[src/rtl/video_timing_pattern.sv]
// Video timing generator with built-in test patterns (bars, checker, gradient, white, bouncing box).
// Counters run from negative blanking coordinates through the active area; every output is registered.
module video_timing_pattern #(
  parameter int HRES      = 640,
  parameter int VRES      = 480,
  parameter int H_FP      = 16,
  parameter int H_SYNC    = 96,
  parameter int H_BP      = 48,
  parameter int V_FP      = 10,
  parameter int V_SYNC    = 2,
  parameter int V_BP      = 33,
  parameter bit HSYNC_POL = 1'b0,
  parameter bit VSYNC_POL = 1'b0,
  parameter int COORDSPC  = 16,
  parameter int COLSPC    = 10,
  parameter int CHK_LOG2  = 5,
  parameter int BOX       = 32
) (
  input  logic                       video_clk_pix,
  input  logic                       video_rst_n,
  input  logic [2:0]                 mode,
  output logic                       video_enable,
  output logic                       hsync,
  output logic                       vsync,
  output logic                       frame_start,
  output logic                       line_start,
  output logic signed [COORDSPC-1:0] sx,
  output logic signed [COORDSPC-1:0] sy,
  output logic [COLSPC-1:0]          red,
  output logic [COLSPC-1:0]          green,
  output logic [COLSPC-1:0]          blue,
  output logic [15:0]                frame_cnt
);

  localparam logic signed [COORDSPC-1:0] H_STA  = COORDSPC'(-(H_FP + H_SYNC + H_BP));
  localparam logic signed [COORDSPC-1:0] V_STA  = COORDSPC'(-(V_FP + V_SYNC + V_BP));
  localparam logic signed [COORDSPC-1:0] H_LAST = COORDSPC'(HRES - 1);
  localparam logic signed [COORDSPC-1:0] V_LAST = COORDSPC'(VRES - 1);
  // Sync windows sit right after the front porch, i.e. they end one back porch before zero.
  localparam logic signed [COORDSPC-1:0] HS_BEG = COORDSPC'(-(H_SYNC + H_BP));
  localparam logic signed [COORDSPC-1:0] HS_END = COORDSPC'(-(H_BP + 1));
  localparam logic signed [COORDSPC-1:0] VS_BEG = COORDSPC'(-(V_SYNC + V_BP));
  localparam logic signed [COORDSPC-1:0] VS_END = COORDSPC'(-(V_BP + 1));
  localparam logic signed [COORDSPC-1:0] BX_MAX = COORDSPC'(HRES - BOX);
  localparam logic signed [COORDSPC-1:0] BY_MAX = COORDSPC'(VRES - BOX);
  localparam logic signed [COORDSPC-1:0] BOX_M1 = COORDSPC'(BOX - 1);
  localparam logic signed [COORDSPC-1:0] ONE    = COORDSPC'(1);
  localparam int                         BAR_W  = HRES / 8;
  localparam logic [COLSPC-1:0]          CMAX   = '1;

  logic signed [COORDSPC-1:0] hc;
  logic signed [COORDSPC-1:0] vc;
  logic signed [COORDSPC-1:0] bx;
  logic signed [COORDSPC-1:0] by;
  logic                       bx_inc;
  logic                       by_inc;
  logic [2:0]                 mode_q;
  logic [15:0]                fcnt;

  logic                       h_last;
  logic                       v_last;
  logic                       at_origin;
  logic                       active;
  logic                       hs_act;
  logic                       vs_act;
  logic                       in_box;
  logic [2:0]                 bar_idx;
  logic [COORDSPC-1:0]        hc_u;
  logic [COLSPC-1:0]          red_n;
  logic [COLSPC-1:0]          green_n;
  logic [COLSPC-1:0]          blue_n;

  assign h_last    = (hc == H_LAST);
  assign v_last    = (vc == V_LAST);
  assign at_origin = (hc == H_STA) && (vc == V_STA);
  assign active    = !hc[COORDSPC-1] && !vc[COORDSPC-1];
  assign hs_act    = (hc >= HS_BEG) && (hc <= HS_END);
  assign vs_act    = (vc >= VS_BEG) && (vc <= VS_END);
  assign hc_u      = hc;

  always_ff @(posedge video_clk_pix or negedge video_rst_n) begin
    if (!video_rst_n) begin
      hc     <= H_STA;
      vc     <= V_STA;
      mode_q <= 3'd0;
      fcnt   <= 16'd0;
    end else begin
      if (h_last) begin
        hc <= H_STA;
        vc <= v_last ? V_STA : vc + ONE;
      end else begin
        hc <= hc + ONE;
      end
      if (at_origin) mode_q <= mode;
      if (h_last && v_last) fcnt <= fcnt + 16'd1;
    end
  end

  // Box moves once per frame on the wrap into the origin; a bounce reverses and steps in one go.
  always_ff @(posedge video_clk_pix or negedge video_rst_n) begin
    if (!video_rst_n) begin
      bx     <= '0;
      by     <= '0;
      bx_inc <= 1'b1;
      by_inc <= 1'b1;
    end else if (h_last && v_last) begin
      if (bx_inc) begin
        if (bx == BX_MAX) begin
          bx     <= bx - ONE;
          bx_inc <= 1'b0;
        end else begin
          bx <= bx + ONE;
        end
      end else if (bx == '0) begin
        bx     <= ONE;
        bx_inc <= 1'b1;
      end else begin
        bx <= bx - ONE;
      end
      if (by_inc) begin
        if (by == BY_MAX) begin
          by     <= by - ONE;
          by_inc <= 1'b0;
        end else begin
          by <= by + ONE;
        end
      end else if (by == '0) begin
        by     <= ONE;
        by_inc <= 1'b1;
      end else begin
        by <= by - ONE;
      end
    end
  end

  always_comb begin
    red_n   = '0;
    green_n = '0;
    blue_n  = '0;
    bar_idx = 3'd0;
    for (int k = 1; k < 8; k++) begin
      if (hc_u >= COORDSPC'(k * BAR_W)) bar_idx = 3'(k);
    end
    in_box = (hc >= bx) && (hc <= bx + BOX_M1) && (vc >= by) && (vc <= by + BOX_M1);
    if (active) begin
      case (mode_q)
        3'd0: begin
          red_n   = {COLSPC{~bar_idx[1]}};
          green_n = {COLSPC{~bar_idx[2]}};
          blue_n  = {COLSPC{~bar_idx[0]}};
        end
        3'd1: begin
          red_n   = {COLSPC{hc[CHK_LOG2] ^ vc[CHK_LOG2]}};
          green_n = {COLSPC{hc[CHK_LOG2] ^ vc[CHK_LOG2]}};
          blue_n  = {COLSPC{hc[CHK_LOG2] ^ vc[CHK_LOG2]}};
        end
        3'd2: begin
          red_n   = hc[COLSPC-1:0];
          green_n = vc[COLSPC-1:0];
          blue_n  = fcnt[COLSPC-1:0];
        end
        3'd3: begin
          red_n   = CMAX;
          green_n = CMAX;
          blue_n  = CMAX;
        end
        3'd4: begin
          red_n   = in_box ? CMAX : '0;
          green_n = in_box ? CMAX : '0;
          blue_n  = CMAX;
        end
        default: begin
          red_n   = '0;
          green_n = '0;
          blue_n  = '0;
        end
      endcase
    end
  end

  always_ff @(posedge video_clk_pix or negedge video_rst_n) begin
    if (!video_rst_n) begin
      sx           <= '0;
      sy           <= '0;
      video_enable <= 1'b0;
      frame_start  <= 1'b0;
      line_start   <= 1'b0;
      hsync        <= ~HSYNC_POL;
      vsync        <= ~VSYNC_POL;
      red          <= '0;
      green        <= '0;
      blue         <= '0;
      frame_cnt    <= 16'd0;
    end else begin
      sx           <= hc;
      sy           <= vc;
      video_enable <= active;
      frame_start  <= at_origin;
      line_start   <= (hc == H_STA);
      hsync        <= hs_act ? HSYNC_POL : ~HSYNC_POL;
      vsync        <= vs_act ? VSYNC_POL : ~VSYNC_POL;
      red          <= red_n;
      green        <= green_n;
      blue         <= blue_n;
      frame_cnt    <= fcnt;
    end
  end

endmodule

[config.mk]
export PLATFORM = sky130hd
export DESIGN_NAME = video_timing_pattern
export DESIGN_NICKNAME = d
export VERILOG_FILES = /design/src/rtl/video_timing_pattern.sv
export SDC_FILE = /design/constraint.sdc
export NUM_CORES = 1
export LEC_CHECK = 0
export ABC_AREA = 1
export CAP_MARGIN = 10
export CORE_MARGIN = 2
export CORE_UTILIZATION = 59
export CTS_CLUSTER_DIAMETER = 80
export DETAILED_ROUTE_END_ITERATION = 12
export PLACE_DENSITY_LB_ADDON = 0.2
export SKIP_CTS_REPAIR_TIMING = 1
export SYNTH_ARGS = -nofsm -noshare
export SYNTH_HDL_FRONTEND = slang
export SYNTH_SLANG_ARGS = --single-unit
[constraint.sdc]
create_clock -name video_clk_pix -period 3.5 [get_ports video_clk_pix]
set_input_delay 0.525 -clock video_clk_pix [delete_from_list [all_inputs] [get_ports video_clk_pix]]
set_output_delay 0.525 -clock video_clk_pix [all_outputs]
set_load 0.03 [all_outputs]
# Word level (Yosys, flattened, before mapping)
# Index checks and enable logic that the tools add are counted.
[totals] in_bits=5 regBits=168
[classes] eq_ne=10 mux=30 n_reduce_logical=14 bitwise=4 order_cmp=15 n_addsub=9
[op_table] cell="16-bit 2-to-1 mux" count=8
[op_table] cell="10-bit one-hot mux with 5 select lines" count=2
[op_table] cell="16-bit by 2-bit adder with 16-bit output (second input constant)" count=4
[op_table] cell="16-bit by 9-bit greater-or-equal comparator with 1-bit output (second input constant)" count=4
[op_table] cell="10-bit 2-to-1 mux" count=4
[op_table] cell="10-bit one-hot mux with 4 select lines" count=1
[op_table] cell="16-bit by 6-bit adder with 16-bit output (second input constant)" count=2
[op_table] cell="16-bit by 10-bit == test with 1-bit output (second input constant)" count=2
[op_table] cell="16-bit by 11-bit == test with 1-bit output (second input constant)" count=2
[op_table] cell="16-bit greater-or-equal comparator" count=2
[op_table] cell="16-bit by 7-bit greater-or-equal comparator with 1-bit output (second input constant)" count=2
[op_table] cell="16-bit by 8-bit greater-or-equal comparator with 1-bit output (second input constant)" count=2
[op_table] cell="16-bit <= comparator" count=2
[op_table] cell="16-bit by 7-bit <= comparator with 1-bit output (second input constant)" count=2
[op_table] cell="16-bit logical NOT" count=2
[op_table] cell="16-bit by 2-bit subtractor with 16-bit output (second input constant)" count=2
[op_table] cell="3-bit 2-to-1 mux" count=6
[op_table] cell="16-bit by 1-bit adder with 16-bit output (second input constant)" count=1
[op_table] cell="16-bit by 7-bit == test with 1-bit output (second input constant)" count=1
[op_table] cell="16-bit by 9-bit == test with 1-bit output (second input constant)" count=1
[op_table] cell="16-bit by 10-bit greater-or-equal comparator with 1-bit output (second input constant)" count=1
[op_table] cell="1-bit 2-to-1 mux" count=9
[op_table] cell="1-bit logical AND" count=8
[op_table] cell="3-bit by 2-bit == test with 1-bit output (second input constant)" count=2
[op_table] cell="7 further kinds" count=10

# Logic depth before layout (Yosys ltp)
[depth] word_depth=11 depth_mapped=24

# Worst setup path after synthesis
# No wires, ideal clock.
[synth_timing] kind="reg-to-reg" start="register by[2]" end="register green[0]" stages_incl_launch_ff=24 setup_time_ns=0.114 path_buffers=1 arrival_time_ns=2.820 setup_slack_ns=0.566 path_cell_list="dfrtp_1 -> inv_2 -> nand2_1 -> nor2_1 -> nand2_1 -> nand2_1 -> nor2_1 -> nand2_1 -> nor2_1 -> nand2_1 -> xor2_1 -> ha_1 -> nand2_1 -> nor4_1 -> nand2_1 -> nand3_1 -> nand3_1 -> nand2_1 -> inv_1 -> nand2_1 -> buf_2 -> nand3_1 -> nand2_1 -> inv_1"
[synth_via] elab_chain_len=6
[synth_lines] element="start: declaration" line="54" text="logic signed [COORDSPC-1:0] by;"
[synth_lines] element="start signal: assignment" line="122" text="by <= by - ONE;"
[synth_lines] element="start signal: assignment" line="125" text="by <= by + ONE;"
[synth_lines] element="start signal: assignment" line="131" text="by <= by - ONE;"
[synth_lines] element="16-bit by 6-bit adder with 16-bit output / 16-bit greater-or-equal comparator (equally long branches)" line="144" text="in_box = (hc >= bx) && (hc <= bx + BOX_M1) && (vc >= by) && (vc <= by + BOX_M1);"
[synth_lines] element="16-bit <= comparator / 1-bit logical AND (equally long branches)" line="144"
[synth_lines] element="1-bit logical AND (*)" line="144"
[synth_lines] element="10-bit 2-to-1 mux (*)" line="169" text="green_n = in_box ? CMAX : '0;"
[synth_lines] element="10-bit one-hot mux with 5 select lines (*)" line="146" text="case (mode_q)"
[synth_lines] element="10-bit 2-to-1 mux (*)" line="145" text="if (active) begin"
[synth_lines] element="net green_n[0]" line="70" text="logic [COLSPC-1:0] green_n;"
[synth_lines] element="end signal: assignment" line="203" text="green <= green_n;"
[synth_lines] element="end: declaration" line="30" text="output logic [COLSPC-1:0] green,"
# The timed path passes the listed nets; every way through them passes the cells marked *.
# A chain may end at the register's enable or synchronous reset.

# Worst setup path after layout
[layout_timing] start="register by[0]" end="register red[2]"
[layout_via] elab_chain_len=6
[layout_lines] element="16-bit by 6-bit adder with 16-bit output / 16-bit greater-or-equal comparator (equally long branches)" line="144"
[layout_lines] element="16-bit <= comparator / 1-bit logical AND (equally long branches)" line="144"
[layout_lines] element="1-bit logical AND (*)" line="144"
[layout_lines] element="10-bit 2-to-1 mux (*)" line="168" text="red_n = in_box ? CMAX : '0;"
[layout_lines] element="10-bit one-hot mux with 5 select lines (*)" line="146"
[layout_lines] element="10-bit 2-to-1 mux (*)" line="145"
[layout_lines] element="net red_n[2]" line="69" text="logic [COLSPC-1:0] red_n;"
[layout_lines] element="end signal: assignment" line="202" text="red <= red_n;"
[layout_lines] element="end: declaration" line="29" text="output logic [COLSPC-1:0] red,"
# Marks and branches as above.

==> flow_metrics.env <==
export IMPL_status="finished clean"
export IMPL_internal_power_mw=2.91
export IMPL_relSlewSlack_pct=43.0
export IMPL_synth_area_mm2=0.0105
export IMPL_layout_setup_ws_ps=247
export IMPL_crit_top_cell="nand2_1"
export IMPL_placed_cell_area_mm2=0.0116
export IMPL_period_share_pct=92.9
export IMPL_fin_area_mm2=0.0123
export IMPL_grt_pass1_vias=9131
export IMPL_cp_slowest_cell="dfrtp_2"
export IMPL_clockPowerShare_pct=47.8
export IMPL_vias=9439
export IMPL_drtIter0Drc=810
export IMPL_hold_viol_final=0
export IMPL_power_share_combinational_pct=1.2
export IMPL_p_leak_nw=6.22
export IMPL_gp_congestion=0.977
export IMPL_power_switching_mw=0.898
export IMPL_grt_antenna_before_repair=0
export IMPL_detail_route_wl_per_cell_um=16.2
export IMPL_grt_max_degree=79
export IMPL_synth_main_ff_cell="dfrtp_1"
export IMPL_min_period_ps=3250
export IMPL_power_density_mw_per_mm2=311
export IMPL_start_util_pct=60.5
export IMPL_clock_root_buffer="clkbuf_16"
export IMPL_synth_area_per_cell_um2=7.91
export IMPL_slew_violations=0
export IMPL_num_io_pins=88
export IMPL_path_cells="inv_1 -> ha_1 -> nand2_1 -> nor2_2 -> nand2_1 -> nand2_1 -> nor2_1 -> nand2_1 -> xor2_1 -> ha_1 -> nand2_1 -> nor4_2 -> nand2_1 -> nand3_1 -> nand3_1 -> nand2_1 -> inv_1 -> nand2_1 -> buf_12 -> nand3_1 -> nand2_1 -> inv_1"
export IMPL_finalSetupTns_ps=0
export IMPL_cts_tree="built"
export IMPL_async_flop_share_pct=100
export IMPL_h_tree_depth=4
export IMPL_viasPerCell=5.69
export IMPL_path_clk_slew_ps=70
export IMPL_ys_ff_latch=168
export IMPL_place_hpwl_um=19900
export IMPL_path_class="flip-flop to flip-flop"
export IMPL_nNetsFinal=1502
export IMPL_hold_slack_ps=116
export IMPL_area_growth_pct=16.8
export IMPL_crit_fanout=20
export IMPL_ys_warn_count=0
export IMPL_startpoint_type="flip-flop"
export IMPL_seq_power_share_pct=51.0
export IMPL_ys_types=57
export IMPL_synth_nets=1409
export IMPL_worst_path_largest_cell_delay_ps=430
export IMPL_required_ps=3840
export IMPL_fp_coreArea_mm2=0.0174
export IMPL_critPathBufInv=4
export IMPL_die_h_um=137
export IMPL_arrival_ps=3590
export IMPL_worstMarginPinSlew_ps=850
export IMPL_min_path_type="primary input to async pin"
export IMPL_overflow=0
export IMPL_clockBufferDepth=2
export IMPL_dieArea_mm2=0.0189
export IMPL_setup_viol=0
export IMPL_clock_fmax_ghz=0.307
export IMPL_dp_slack_ps=134
export IMPL_critPathTopFamily="simple AND/OR/NAND/NOR gates"
export IMPL_rsz0062_at_grt="no"
export IMPL_drc_errors=0
export IMPL_fin_worst_skew_ps=10.6
export IMPL_antenna_cells=0
export IMPL_ys_seq_area_share_pct=40.4
export IMPL_wl_um=26800
export IMPL_grt_pass1_wl_um=44000
export IMPL_dieWidth_um=137
export IMPL_grt_use_total_pct=29.6
export IMPL_switching_share_pct=23.6
export IMPL_maxCapViolCount=0
export IMPL_synth_edf_count=0
export IMPL_drive_gt1_share_pct=9.21
export IMPL_rows=48
export IMPL_portBuffers=87
export IMPL_end_kind="flip-flop"
export IMPL_clk_latency_ps=440
export IMPL_synth_cells=1327
export IMPL_total_power_mw=3.81
export IMPL_vdd_drop_max_uv=330
export IMPL_cts_made_buffers=17
export IMPL_cts_sinks=168
export IMPL_first_pass_iters=5
export IMPL_antenna_left=0
-- kinds of logic (layout without fill, tap and decap cells) --
| kind of cell | count (synthesis) | in the layout | synth area share (%) |
|---|---|---|---|
| xor gates and xnor gates | 79 | 79 | 6.59 |
| and+or+nand+nor | 578 | 578 | 24.7 |
| adders and majority gates | 77 | 77 | 9.17 |
| muxes | 1 | 1 | 0.107 |
| AOI/OAI and AO/OA | 203 | 203 | 10.7 |
| DFF | 168 | 168 | 40.4 |
| buffers and inverters | 221 | 327 | 8.29 |
-- cell type report --
| class | instances | area, µm² |
|---|---|---|
| Multi-Input combinational cell | 938 | 5420 |
| Fill cell | 1370 | 5100 |
| Sequential cell | 168 | 4240 |
| Timing Repair Buffer | 103 | 1020 |
| Inverter | 192 | 726 |
| Clock buffer | 18 | 439 |
| Tap cell | 225 | 282 |
| Clock inverter | 14 | 129 |
-- cells in the mapped netlist, drive strengths merged, types with 2 or more instances --
master	n	area [µm²]
nor3	37	226
nand3	101	516
a22oi	10	75.1
a21oi	78	394
clkbuf	12	46.3
nand2	266	1020
xnor2	11	96.3
dfstp	27	709
a221oi	2	17.5
o21ai	83	415
nor4	16	113
nor2	132	523
inv	185	694
o21a	2	15.0
o211ai	6	45.0
buf	17	98.8
a31oi	3	18.8
ha	77	963
clkinv	7	31.3
a21o	3	22.5
nand4	20	146
or2	2	15.0
dfrtp	141	3530
xor2	68	596
o21bai	2	15.0
a211oi	3	22.5
o31ai	2	15.0
o22ai	4	25.0
-- power by group through the flow --
stage                     clock network (mW)  logic (mW)  registers [mW]
after global routing                    1.92      0.0539            1.94
after floorplan                            0   0.0000139            1.98
final                                   1.82      0.0451            1.94
after detailed placement                   0      0.0487            1.98
after global placement                     0      0.0481            1.98
after CTS                               1.83      0.0486            1.94
-- worst paths after layout --
check	cells after the start	slack (ps)	start	to
worst max-delay path	22	250	by[0]$_DFFE_PN0P_	red[2]$_DFF_PN0_
worst max register to register	22	250	by[0]$_DFFE_PN0P_	red[2]$_DFF_PN0_
worst min register to register	0	390	fcnt[13]$_DFFE_PN0P_	frame_cnt[13]$_DFF_PN0_
min in group video_clk_pix	0	390	fcnt[13]$_DFFE_PN0P_	frame_cnt[13]$_DFF_PN0_
worst min-delay path	1	120	video_rst_n	sx[11]$_DFF_PN0_
max in group asynchronous	2	2540	video_rst_n	by_inc$_DFFE_PN1P_
-- state kept, by name (all words and copies together) (netlist names) --
| register | flops |
|---|---|
| frame_cnt | 16 |
| green | 10 |
| hsync | 1 |
| frame_start | 1 |
| sx | 16 |
| mode_q | 3 |
| sy | 16 |
| blue | 10 |
| hc | 16 |
| vc | 16 |
| line_start | 1 |
| vsync | 1 |
| video_enable | 1 |
| bx | 16 |
| bx_inc | 1 |
| by | 16 |
| fcnt | 16 |
| by_inc | 1 |
| red | 10 |
-- layout by cell type (no fill, tap or decap), drive strengths merged, types with 20 or more instances in the layout --
| master | count |
|---|---|
| a21oi | 78 |
| clkdlybuf4s50 | 86 |
| dfrtp | 141 |
| dfstp | 27 |
| ha | 77 |
| inv | 194 |
| nand2 | 266 |
| nand3 | 101 |
| nand4 | 20 |
| nor2 | 132 |
| nor3 | 37 |
| o21ai | 83 |
| xor2 | 68 |
-- per-layer routing --
layer | share of wire (%) | GRT usage (%)
met5 | 0 | 0
met2 | 49 | 49.9
met3 | 5.4 | 4.64
met1 | 42 | 37.6
met4 | 3.2 | 13.1
-- per-stage QoR --
step                      utilization, %  cells
final                               70.6   1658
after global routing                70.6   1658
after detailed placement            67.1   1623
after CTS                           70.3   1655
after global placement              67.1   1623
after floorplan                        -   1327
Power figures use the tool's default switching activity.
